--- config.mk ---
export PLATFORM = sky130hd
export DESIGN_NAME = hazard_stall_ctrl
export DESIGN_NICKNAME = d
export VERILOG_FILES = /design/src/rtl/pipe_ctrl_pkg.sv /design/src/rtl/md_latency_counter.sv /design/src/rtl/hazard_stall_ctrl.sv
export SDC_FILE = /design/constraint.sdc
export NUM_CORES = 1
export LEC_CHECK = 0
export BUFFER_PORTS_ARGS = -buffer_cell sky130_fd_sc_hd__buf_2
export CAP_MARGIN = 15
export CORE_MARGIN = 2
export CORE_UTILIZATION = 44
export DETAILED_ROUTE_END_ITERATION = 10
export PLACE_DENSITY = 0.77
export SLEW_MARGIN = 20
export SYNTH_ARGS = -nofsm -noshare
export SYNTH_HDL_FRONTEND = slang
export SYNTH_SLANG_ARGS = --single-unit
--- constraint.sdc ---
create_clock -name clk_i -period 2.1 [get_ports clk_i]
set_input_delay 0 -clock clk_i [delete_from_list [all_inputs] [get_ports clk_i]]
set_output_delay 0 -clock clk_i [all_outputs]
set_load 0.01 [all_outputs]
--- src/rtl/pipe_ctrl_pkg.sv ---
// Shared definitions for the pipeline sequencing control: state encoding,
// default MUL/DIV latencies, the NOP control word and the load-use decode.
package pipe_ctrl_pkg;

    typedef enum logic [0:0] {
        ST_IDLE   = 1'b0,
        ST_MD_RUN = 1'b1
    } state_e;

    localparam int unsigned MUL_LAT_DEF = 32'd3;
    localparam int unsigned DIV_LAT_DEF = 32'd32;
    localparam int unsigned CNT_W_DEF   = 32'd6;

    typedef struct packed {
        logic       reg_write;
        logic       mem_read;
        logic       mem_write;
        logic       mem_to_reg;
        logic       alu_src;
        logic       branch;
        logic [1:0] alu_op;
    } ctrl_t;

    // All-zero controls: no architectural side effect when loaded into a pipe register.
    localparam ctrl_t NOP_CTRL = ctrl_t'(8'h00);

    function automatic logic load_use(
        input logic       ex_mem_read,
        input logic [4:0] ex_rd,
        input logic [4:0] id_rs1,
        input logic [4:0] id_rs2
    );
        return ex_mem_read & (ex_rd != 5'd0) & ((ex_rd == id_rs1) | (ex_rd == id_rs2));
    endfunction

endpackage

--- src/rtl/md_latency_counter.sv ---
// Down-counter timing the MUL/DIV occupancy of EX, plus the registered
// start pulse issued in the first busy cycle.
module md_latency_counter #(
    parameter int CNT_W = 6
) (
    input  logic             clk,
    input  logic             rst,
    input  logic             load,
    input  logic [CNT_W-1:0] load_val,
    input  logic             dec,
    output logic             last,
    output logic             start
);

    logic [CNT_W-1:0] cnt_r;
    logic             start_r;

    // Counter and start flag; the count saturates at zero so it never wraps.
    always_ff @(posedge clk) begin
        if (rst) begin
            cnt_r   <= '0;
            start_r <= 1'b0;
        end else begin
            start_r <= load;
            if (load) begin
                cnt_r <= load_val;
            end else if (dec && (cnt_r != '0)) begin
                cnt_r <= cnt_r - CNT_W'(1);
            end else begin
                cnt_r <= cnt_r;
            end
        end
    end

    assign last  = (cnt_r == CNT_W'(1));
    assign start = start_r;

endmodule

--- src/rtl/hazard_stall_ctrl.sv ---
// Pipeline sequencing controller: load-use stalls, MUL/DIV EX occupancy hold
// and taken-branch flush of IF/ID for the 5-stage core.
module hazard_stall_ctrl
    import pipe_ctrl_pkg::*;
#(
    parameter int MUL_LAT = MUL_LAT_DEF,
    parameter int DIV_LAT = DIV_LAT_DEF,
    parameter int CNT_W   = CNT_W_DEF
) (
    input  logic       clk_i,
    input  logic       rst_i,
    input  logic [4:0] ID_Rs1_i,
    input  logic [4:0] ID_Rs2_i,
    input  logic       ID_MulDiv_i,
    input  logic       ID_IsDiv_i,
    input  logic       ID_Branch_Taken_i,
    input  logic       EX_MemRead_i,
    input  logic [4:0] EX_Rd_i,
    output logic       PC_Write_o,
    output logic       IF_ID_Write_o,
    output logic       IF_ID_Flush_o,
    output logic       ID_EX_Write_o,
    output logic       ID_EX_Bubble_o,
    output logic       EX_MEM_Bubble_o,
    output logic       MD_Start_o,
    output logic       MD_Busy_o
);

    // Counter is loaded with LAT-1 so MD_RUN spans LAT-1 cycles and the op sees LAT cycles in EX.
    localparam logic [CNT_W-1:0] MUL_LOAD = CNT_W'(MUL_LAT - 1);
    localparam logic [CNT_W-1:0] DIV_LOAD = CNT_W'(DIV_LAT - 1);

    state_e           state_r;
    state_e           state_nxt_s;
    logic             lu_s;
    logic             md_load_s;
    logic             md_dec_s;
    logic             md_last_s;
    logic             md_start_s;
    logic [CNT_W-1:0] md_load_val_s;

    assign lu_s          = load_use(EX_MemRead_i, EX_Rd_i, ID_Rs1_i, ID_Rs2_i);
    assign md_load_s     = (state_r == ST_IDLE) & ~lu_s & ID_MulDiv_i & ~rst_i;
    assign md_dec_s      = (state_r == ST_MD_RUN);
    assign md_load_val_s = ID_IsDiv_i ? DIV_LOAD : MUL_LOAD;

    md_latency_counter #(
        .CNT_W (CNT_W)
    ) u_md_cnt (
        .clk      (clk_i),
        .rst      (rst_i),
        .load     (md_load_s),
        .load_val (md_load_val_s),
        .dec      (md_dec_s),
        .last     (md_last_s),
        .start    (md_start_s)
    );

    // State register.
    always_ff @(posedge clk_i) begin
        if (rst_i) begin
            state_r <= ST_IDLE;
        end else begin
            state_r <= state_nxt_s;
        end
    end

    // Next state and pipeline controls; reset forces the free-running default.
    always_comb begin
        state_nxt_s     = state_r;
        PC_Write_o      = 1'b1;
        IF_ID_Write_o   = 1'b1;
        IF_ID_Flush_o   = 1'b0;
        ID_EX_Write_o   = 1'b1;
        ID_EX_Bubble_o  = 1'b0;
        EX_MEM_Bubble_o = 1'b0;
        MD_Start_o      = 1'b0;
        MD_Busy_o       = 1'b0;
        if (rst_i) begin
            state_nxt_s = ST_IDLE;
        end else begin
            case (state_r)
                ST_MD_RUN: begin
                    PC_Write_o      = 1'b0;
                    IF_ID_Write_o   = 1'b0;
                    ID_EX_Write_o   = 1'b0;
                    EX_MEM_Bubble_o = 1'b1;
                    MD_Busy_o       = 1'b1;
                    MD_Start_o      = md_start_s;
                    if (md_last_s) begin
                        state_nxt_s = ST_IDLE;
                    end else begin
                        state_nxt_s = ST_MD_RUN;
                    end
                end
                ST_IDLE: begin
                    if (lu_s) begin
                        PC_Write_o     = 1'b0;
                        IF_ID_Write_o  = 1'b0;
                        ID_EX_Bubble_o = 1'b1;
                        state_nxt_s    = ST_IDLE;
                    end else begin
                        IF_ID_Flush_o = ID_Branch_Taken_i;
                        if (ID_MulDiv_i) begin
                            state_nxt_s = ST_MD_RUN;
                        end else begin
                            state_nxt_s = ST_IDLE;
                        end
                    end
                end
                default: begin
                    state_nxt_s = ST_IDLE;
                end
            endcase
        end
    end

endmodule

==> results of run 1 <==
[logic make-up after synthesis]
logic type / after synthesis / share of synthesized area [%]
AND/OR/NAND/NOR: 26 / 23.4
AO/OA/AOI/OAI: 15 / 16.9
XOR/XNOR: 14 / 20.5
buffers and inverters: 8 / 6.26
flip-flops: 8 / 26.7
adder cells (fa/ha/maj): 3 / 6.26
[per-layer routing]
metal  up-vias  share of wire, %  track usage, %
li1        316                 -               -
met1       268                45            19.8
met2        17                48            33.6
met3         4               4.3            3.80
met4         0               2.4            11.7
met5         -                 0               0
[stage by stage]
stage               instance area [um^2]  cells  hold slack, ns
floorplan                            599     74          0.0503
global placement                     743    115           0.308
detailed placement                   743    115           0.314
CTS                                  766    118          0.0440
global route                         766    118          0.0698
finish                               766    118          0.0447
[layout make-up]
cell class                      count  share of cell area (%)
Sequential cell                     8                    20.9
Multi-Input combinational cell     58                    52.5
Inverter                            6                    2.94
Tap cell                           15                    2.45
Timing Repair Buffer               28                    18.3
Clock buffer                        3                    2.94
[how the worst min path moves through the flow]
stage / start / endpoint / slack (ns) / cells past startpoint
after floorplan: rst_i / ID_EX_Bubble_o / 0.05 / 1
after global placement: rst_i / u_md_cnt.cnt_r[1] / 0.31 / 2
after detailed placement: rst_i / u_md_cnt.cnt_r[1] / 0.31 / 2
after CTS: rst_i / u_md_cnt.cnt_r[1] / 0.04 / 2
after global routing: rst_i / u_md_cnt.cnt_r[1] / 0.07 / 2
final: rst_i / u_md_cnt.cnt_r[1] / 0.04 / 2
[registers in the layout, indices dropped and copies added, names as in the netlist]
name and count:
u_md_cnt.cnt_r 6, md_dec_s 1, u_md_cnt.start 1
[layout by cell type, fill, tap and decap left out, types with 2 or more instances in the layout]
master / instances
nand2_1: 9
a21oi_1: 3
xor2_1: 2
dfxtp_1: 8
o21ai_0: 4
nand3_1: 2
a31oi_1: 2
xnor2_1: 12
nor2b_1: 2
nor3_1: 3
ha_1: 3
buf_2: 28
inv_1: 6
clkbuf_4: 3
nor2_1: 2
[worst reg2reg max path, stage by stage, from the launching register on]
cell      delay (ns)
dfxtp_1         0.39
inv_1           0.10
ha_1            0.21
a21boi_2        0.27
nand2_2         0.11
or4_1           0.40
a31oi_1         0.16
[power breakdown]
part / internal (mW) / switching [mW] / total (mW)
clock: 0.0654 / 0.0528 / 0.118
sequential: 0.176 / 0.0278 / 0.204
combinational: 0.0949 / 0.0962 / 0.191
total: 0.336 / 0.177 / 0.513
==> results.yml, run 1 <==
status:
  outcome: "completed"
placed_design:
  io_buffer_count: 28
  dpl_worst_slack_ns: 0.409
  place_congestion: 0.814
  dpl.hpwl_mm: 1.02
route:
  finalWirelength_mm: 1.25
  antenna_left: 0
  wl_per_cell_um: 10.6
  drt_first_pass_iters: 3
  vias: 605
  first_iter_violations: 8
  vias_per_cell: 5.13
  drc_errors: 0
synth:
  yosys_register_bits: 8
  synth_edf_count: 0
  synthTopCellsByCount: "xnor2_1 (12), nand2_1 (9), dfxtp_1 (8), inv_1 (6), o21ai_0 (4)"
  yosysWarnings: 0
  synth_area_um2: 599
  yosysTopAreaCell: "dfxtp_1"
  yosys-top-cells-area: "dfxtp_1 (27%), xnor2_1 (18%), ha_1 (6.3%)"
  synth_top_area_share_pct: 26.7
  syn_avg_cell_area_um2: 8.10
  synth.distinct_cells: 28
  syn_inst: 74
  syn_nets: 98
  async_flop_share_pct: 0
  synth.most_common_cell: "xnor2_1"
  synth-seq-area-share_pct: 26.7
  ys.flop_type: "dfxtp_1"
die:
  initial_utilization_pct: 46.6
  rows: 13
  dieHeight_um: 40.9
  io_pins: 29
  die_area_um2: 1670
  coreArea_um2: 1280
  die_x_um: 40.9
cts:
  numCtsBuffers: 3
  root_buffer: "clkbuf_4"
  cts_setup_buffers: 0
  clkTransAtPathRegs_ns: 0.05
  cts_tree: "yes"
  clk_path_buf_depth: 2
  postCtsHoldBufs: 0
  worst_skew_pair.late_latency_ns: 0.25
  htree_levels: 1
  cts_resized: 0
  cts.sinks: 8
worst_setup_path:
  crit_end: "u_md_cnt.cnt_r[4]"
  cp_num_cells: 6
  crit_path_max_fanout: 6
  r2r-start: "u_md_cnt.cnt_r[0]"
  crit_arrival_ns: 1.88
  r2r-end: "u_md_cnt.cnt_r[4]"
  cp-startpoint: "u_md_cnt.cnt_r[0]"
  cp.buffers_inverters: 1
  crit_path_max_incr_delay_ns: 0.40
  path_cells: "inv_1, ha_1, a21boi_2, nand2_2, or4_1, a31oi_1"
  crit_type: "flop to flop"
  cp-start-kind: "flop"
  cp_slowest_cell: "or4_1"
  r2r_cells: 6
  cp-end-kind: "flop"
  critPathTopFamily: "simple AND/OR/NAND/NOR gates"
  rrSetupSlack_ns: 0.40
  worstPathRequired_ns: 2.28
grt:
  antenna_found_initial: 0
  grt_pass1_vias: 530
  grt_overflow_total: 0
  grt_max_degree: 9
  grt_pass1_wl_mm: 2.06
  grt_use_total_pct: 18.8
sta:
  max_freq_mhz: 589
  hold_viol: 0
  fin_tns_setup_ns: 0
  relSlewSlack_pct: 58.2
  layout_worst_path_cycle_share_pct: 80.8
  slew_viol_final: 0
  setup_ws_ns: 0.402
  worstMarginPinSlew_ns: 0.620
  skew_ns: 0.00285
  setup_violations: 0
  min_period_ns: 1.70
  rsz0062_at_grt: "false"
power_and_ir_drop:
  power.density_nw_per_um2: 670
  leakage_nw: 0.347
  vdd_drop_max_mv: 0.244
  p_total_uw: 513
final_layout:
  area_growth_pct: 27.8
  final_nets: 129
  fin_util_pct: 59.6
  drive_above_1_share_pct: 35.0
  diodes: 0
  multi_input_area_um2: 402
  fill_cells: 130
  seq_area_um2: 160
hold_path:
  hold_class: "input pin to flop"
run:
  drv_cap: 0
Note: power is estimated with default switching activity, not from simulation.
==> run 2, diff against run 1 <==
--- a/config.mk
+++ b/config.mk
@@ -8,9 +8,9 @@
 export BUFFER_PORTS_ARGS = -buffer_cell sky130_fd_sc_hd__buf_2
 export CAP_MARGIN = 15
 export CORE_MARGIN = 2
-export CORE_UTILIZATION = 44
+export CORE_UTILIZATION = 39
 export DETAILED_ROUTE_END_ITERATION = 10
-export PLACE_DENSITY = 0.77
+export PLACE_DENSITY = 0.72
 export SLEW_MARGIN = 20
 export SYNTH_ARGS = -nofsm -noshare
 export SYNTH_HDL_FRONTEND = slang
==> constraint.sdc (replaced) <==
create_clock -name clk_i -period 1.5 [get_ports clk_i]
set_input_delay 0 -clock clk_i [delete_from_list [all_inputs] [get_ports clk_i]]
set_output_delay 0 -clock clk_i [all_outputs]
set_load 0.01 [all_outputs]
==> run 2 against run 1 <==
Effect of this change:
- global-route usage down 1.6 points
- highest routed layer unchanged
- clock power increased by 42%
- setup slack worse by 0.35 ns
- cell area rose by 6.9%
- sequential share of layout area down 0.73 points
- critical endpoint unchanged
==> results.yml, run 2 (same netlist as run 1, synthesis figures left out) <==
power_and_ir_drop:
  leakage_nw: 0.377
  power.density_nw_per_um2: 961
  vdd_drop_max_mv: 0.390
placed_design:
  place_congestion: 0.708
  dpl.hpwl_mm: 1.16
  dpl_worst_slack_ns: 0.0265
  io_buffer_count: 28
  dp.cells: 120
hold_path:
  hold_class: "input pin to flop"
  holdPathEnd: "u_md_cnt.cnt_r[1]"
  hold_depth: 2
  min-delay-start: "rst_i"
sta:
  max_freq_mhz: 691
  worstMarginPinSlew_ns: 0.283
  slew_viol_final: 0
  setup_ws_ns: 0.0538
  relSlewSlack_pct: 81.0
  min_period_ns: 1.45
  hold_viol: 0
  setup_violations: 0
  fin_hold_ws_ns: 0.0376
  skew_ns: 0.000764
  layout_worst_path_cycle_share_pct: 96.4
  rsz0062_at_grt: "true"
final_layout:
  layout_commonest_cell: "buf_2"
  fill_cells: 147
  largest_reg_flops: 6
  drive_above_1_share_pct: 41.7
  final_nets: 134
  final_cells: 124
  diodes: 0
  area_growth_pct: 36.5
  layout_common_cells: "buf_2 (28), xnor2_1 (12), nand2_1 (9)"
  max_flop_register: "u_md_cnt.cnt_r"
worst_setup_path:
  cp_slowest_cell: "or4_1"
  cp.buffers_inverters: 1
  path_cells: "inv_2, ha_1, a21boi_2, nand2_2, or4_1, a31oi_1"
  cp-end-kind: "flop"
  worstPathRequired_ns: 1.69
  crit_arrival_ns: 1.64
  rrSetupSlack_ns: 0.05
  crit_path_max_incr_delay_ns: 0.39
  crit_path_max_fanout: 3
  r2r_cells: 6
  critPathTopFamily: "simple AND/OR/NAND/NOR gates"
  cp-start-kind: "flop"
  crit_type: "flop to flop"
  r2r-end: "u_md_cnt.cnt_r[4]"
  r2r-start: "u_md_cnt.cnt_r[0]"
cts:
  postCtsHoldBufs: 0
  root_buffer: "clkbuf_4"
  worst_skew_pair.late_latency_ns: 0.26
  clkTransAtPathRegs_ns: 0.05
  cts_tree: "yes"
  htree_levels: 1
  clk_path_buf_depth: 2
  cts.sinks: 8
  numCtsBuffers: 3
route:
  drt_first_pass_iters: 4
  finalWirelength_mm: 1.48
  vias_per_cell: 5.09
  wl_per_cell_um: 11.9
  first_iter_violations: 3
  antenna_left: 0
  vias: 631
  drc_errors: 0
die:
  die_area_um2: 1870
  die_x_um: 43.2
  initial_utilization_pct: 40.7
  io_pins: 29
  coreArea_um2: 1470
  dieHeight_um: 43.2
  rows: 14
run:
  drv_cap: 0
grt:
  grt_pass1_wl_mm: 2.44
  grt_max_degree: 9
  antenna_found_initial: 0
  grt_overflow_total: 0
  grt_use_total_pct: 17.2
  grt_pass1_vias: 619
status:
  outcome: "completed"
## run 2: cell count changes in the layout (fill, tap and decap cells not counted)
cell / change
dfxtp_1: -2
inv_1: -2
buf_4: +5
nor4_2: -1
inv_2: +2
dfxtp_4: +1
nor4_4: +1
dfxtp_2: +1
## run 2: worst max-delay path by stage
stage / start / end / slack (ns) / cells after the start
2_1_floorplan: u_md_cnt.cnt_r[0] / u_md_cnt.cnt_r[4] / 0.004 / 6
3_3_place_gp: u_md_cnt.cnt_r[1] / u_md_cnt.cnt_r[4] / 0.08 / 6
3_5_place_dp: u_md_cnt.cnt_r[0] / u_md_cnt.cnt_r[4] / 0.03 / 6
4_1_cts: u_md_cnt.cnt_r[0] / u_md_cnt.cnt_r[5] / 0.008 / 7
5_1_grt: u_md_cnt.cnt_r[0] / u_md_cnt.cnt_r[4] / -0.04 / 6
6_report: u_md_cnt.cnt_r[0] / u_md_cnt.cnt_r[4] / 0.05 / 6
## run 2: power by group
part / total (mW) / internal, mW / switching (mW) / leakage (nW)
Sequential: 0.289 / 0.250 / 0.0389 / 0.0668
Combinational: 0.329 / 0.168 / 0.161 / 0.296
Clock: 0.168 / 0.0917 / 0.0763 / 0.0138
## run 2: worst register-to-register path, cell delays in order (launching register included)
cell and delay (ns):
dfxtp_4 0.35, inv_2 0.05, ha_1 0.20, a21boi_2 0.16, nand2_2 0.09, or4_1 0.39
a31oi_1 0.13
## run 2: metal layers
| layer | part of all wire (%) | vias up | wire, um | global-route usage, % |
|---|---|---|---|---|
| met5 | 0 | - | 0 | 0 |
| met4 | 2.2 | 0 | 33 | 10.9 |
| met3 | 4.2 | 5 | 62 | 4.26 |
| met2 | 49 | 19 | 723 | 29.3 |
| met1 | 45 | 283 | 658 | 18.7 |
| li1 | - | 324 | - | - |
## run 2: area by class of cell
| type | instances | area [um^2] | share of cell area, % |
|---|---|---|---|
| repair buffers | 33 | 178 | 21.7 |
| flip-flops and latches | 8 | 165 | 20.2 |
| well taps | 16 | 20.0 | 2.45 |
| inverters | 6 | 22.5 | 2.75 |
| multi-input cells | 58 | 410 | 50.2 |
| clock buffers | 3 | 22.5 | 2.75 |
## run 2: metrics by stage
stage          total power [mW]  area [um^2]  util (%)  TNS (ns)
6_report                  0.786          818      55.6         0
5_1_grt                   0.840          818      55.6   -0.0435
4_1_cts                   0.764          798      54.3         0
3_3_place_gp              0.580          776      52.7         0
2_1_floorplan             0.483          601         -         0
3_5_place_dp              0.596          776      52.7         0
## run 2: what timing repair did
action	in CTS	in global routing
gates resized for setup	0	4
buffers inserted	0	1
setup endpoints to repair	0	2
==> run 3, diff against run 2 <==
--- a/config.mk
+++ b/config.mk
@@ -5,12 +5,12 @@
 export SDC_FILE = /design/constraint.sdc
 export NUM_CORES = 1
 export LEC_CHECK = 0
-export BUFFER_PORTS_ARGS = -buffer_cell sky130_fd_sc_hd__buf_2
 export CAP_MARGIN = 15
-export CORE_MARGIN = 2
-export CORE_UTILIZATION = 39
+export CORE_AREA = 2 2 39 41
+export CTS_BUF_LIST = sky130_fd_sc_hd__clkbuf_4
 export DETAILED_ROUTE_END_ITERATION = 10
-export PLACE_DENSITY = 0.72
+export DIE_AREA = 0 0 41 43
+export DONT_BUFFER_PORTS = 1
 export SLEW_MARGIN = 20
 export SYNTH_ARGS = -nofsm -noshare
 export SYNTH_HDL_FRONTEND = slang
==> run 3 against run 2 <==
Effect of this change:
- clock-buffer cell count unchanged
- sequential cell count unchanged
- cell area down 13%
- highest routed layer is now met3
- cell count down 19%
- die area down 5.5%
- critical path type unchanged
- sequential power down 2%
- sequential share of layout area up 3.0 points
- clock power about the same
- setup slack better by 0.012 ns
==> results.yml, run 3 (same netlist as run 1, synthesis figures left out) <==
status:
  outcome: "completed"
power_and_ir_drop:
  power.density_nw_per_um2: 1030
  leakage_nw: 0.282
  vdd_drop_max_mv: 0.335
  p_total_uw: 735
worst_setup_path:
  cp-end-kind: "flop"
  r2r-start: "u_md_cnt.cnt_r[0]"
  cp-start-kind: "flop"
  cp.buffers_inverters: 1
  crit_type: "flop to flop"
  path_cells: "inv_2, ha_1, a21boi_2, nand2_2, or4_1, a31oi_1"
  crit_path_max_fanout: 4
  r2r-end: "u_md_cnt.cnt_r[4]"
  r2r_cells: 6
  cp_slowest_cell: "or4_1"
  cp-startpoint: "u_md_cnt.cnt_r[0]"
  worstPathRequired_ns: 1.68
  crit_path_max_incr_delay_ns: 0.39
  rrSetupSlack_ns: 0.07
  crit_arrival_ns: 1.62
  critPathTopFamily: "simple AND/OR/NAND/NOR gates"
grt:
  antenna_found_initial: 0
  grt_overflow_total: 0
  grt_use_total_pct: 15.1
  grt_pass1_wl_mm: 1.81
  grt_pass1_vias: 491
  grt_max_degree: 8
sta:
  fin_tns_setup_ns: 0
  relSlewSlack_pct: 62.4
  hold_viol: 0
  max_freq_mhz: 697
  rsz0062_at_grt: "false"
  slew_viol_final: 0
  setup_violations: 0
  min_period_ns: 1.43
  layout_worst_path_cycle_share_pct: 95.6
  worstMarginPinSlew_ns: 0.556
  skew_ns: 0.000667
  fin_hold_ws_ns: 0.0339
hold_path:
  hold_class: "input pin to flop"
  holdPathEnd: "u_md_cnt.cnt_r[0]"
  hold_depth: 4
  min-delay-start: "rst_i"
run:
  drv_cap: 0
cts:
  cts.sinks: 8
  cts_tree: "yes"
  clk_path_buf_depth: 2
  numCtsBuffers: 3
  cts_setup_buffers: 0
  htree_levels: 1
  worst_skew_pair.late_latency_ns: 0.25
  clkTransAtPathRegs_ns: 0.06
  root_buffer: "clkbuf_4"
die:
  dieHeight_um: 43
  die_x_um: 41
  coreArea_um2: 1380
  io_pins: 29
  die_area_um2: 1760
  rows: 14
  initial_utilization_pct: 43.3
route:
  antenna_left: 0
  drt_first_pass_iters: 3
  vias_per_cell: 5.20
  finalWirelength_mm: 1.12
  vias: 520
  drc_errors: 0
  wl_per_cell_um: 11.2
  first_iter_violations: 3
final_layout:
  largest_reg_flops: 6
  drive_above_1_share_pct: 22.6
  final_nets: 110
  area_growth_pct: 19.0
  fill_cells: 139
  multi_input_area_um2: 410
  max_flop_register: "u_md_cnt.cnt_r"
  seq_area_um2: 165
  diodes: 0
  layout_common_cells: "xnor2_1 (12), nand2_1 (9), buf_4 (7)"
  layout_commonest_cell: "xnor2_1"
placed_design:
  dpl.hpwl_um: 912
  place_congestion: 0.697
  io_buffer_count: 0
[run 3: timing repair]
item                                    CTS  global route
endpoints found under the hold margin     3             0
hold buffers                              2             0
resized for setup                         0             4
endpoints found under the setup margin    0             2
[run 3: worst max-delay path by stage]
stage | slack, ns | depth (start not counted) | endpoint
floorplan | 0.004 | 6 | u_md_cnt.cnt_r[4]
global placement | 0.07 | 7 | u_md_cnt.cnt_r[5]
detailed placement | 0.04 | 6 | u_md_cnt.cnt_r[4]
CTS | 0.03 | 6 | u_md_cnt.cnt_r[4]
global route | 0.0007 | 6 | u_md_cnt.cnt_r[4]
finish | 0.07 | 6 | u_md_cnt.cnt_r[4]
[run 3: final cells by class]
type / count / area share, %
timing repair buffer: 9 / 10.2
tap: 16 / 2.81
clock buffer: 3 / 3.16
inverter: 6 / 3.16
sequential: 8 / 23.2
multi-input combinational: 58 / 57.5
[run 3: worst register-to-register path, stage by stage (launching register included)]
cell and delay (ns):
dfxtp_4 0.37, inv_2 0.05, ha_1 0.20, a21boi_2 0.15, nand2_2 0.08, or4_1 0.40, a31oi_1 0.13
[run 3: where the power goes]
part | internal, mW | switching, mW
Combinational | 0.149 | 0.136
Clock | 0.0918 | 0.0760
Sequential | 0.250 | 0.0331
[run 3: through the flow]
stage	setup WS (ns)	util (%)	area (um^2)	instances
after floorplan	0.00368	-	601	74
after global placement	0.0696	47.6	658	95
after detailed placement	0.0410	47.6	658	95
after CTS	0.0256	50.6	701	100
after global routing	0.000712	51.5	713	100
final	0.0658	51.5	713	100
[run 3: routing by layer]
metal	up-vias	GRT usage (%)	wire, um
li1	278	-	-
met1	224	18.1	509
met2	18	23.8	554
met3	0	3.14	58
met4	0	8.00	0
met5	-	0	0
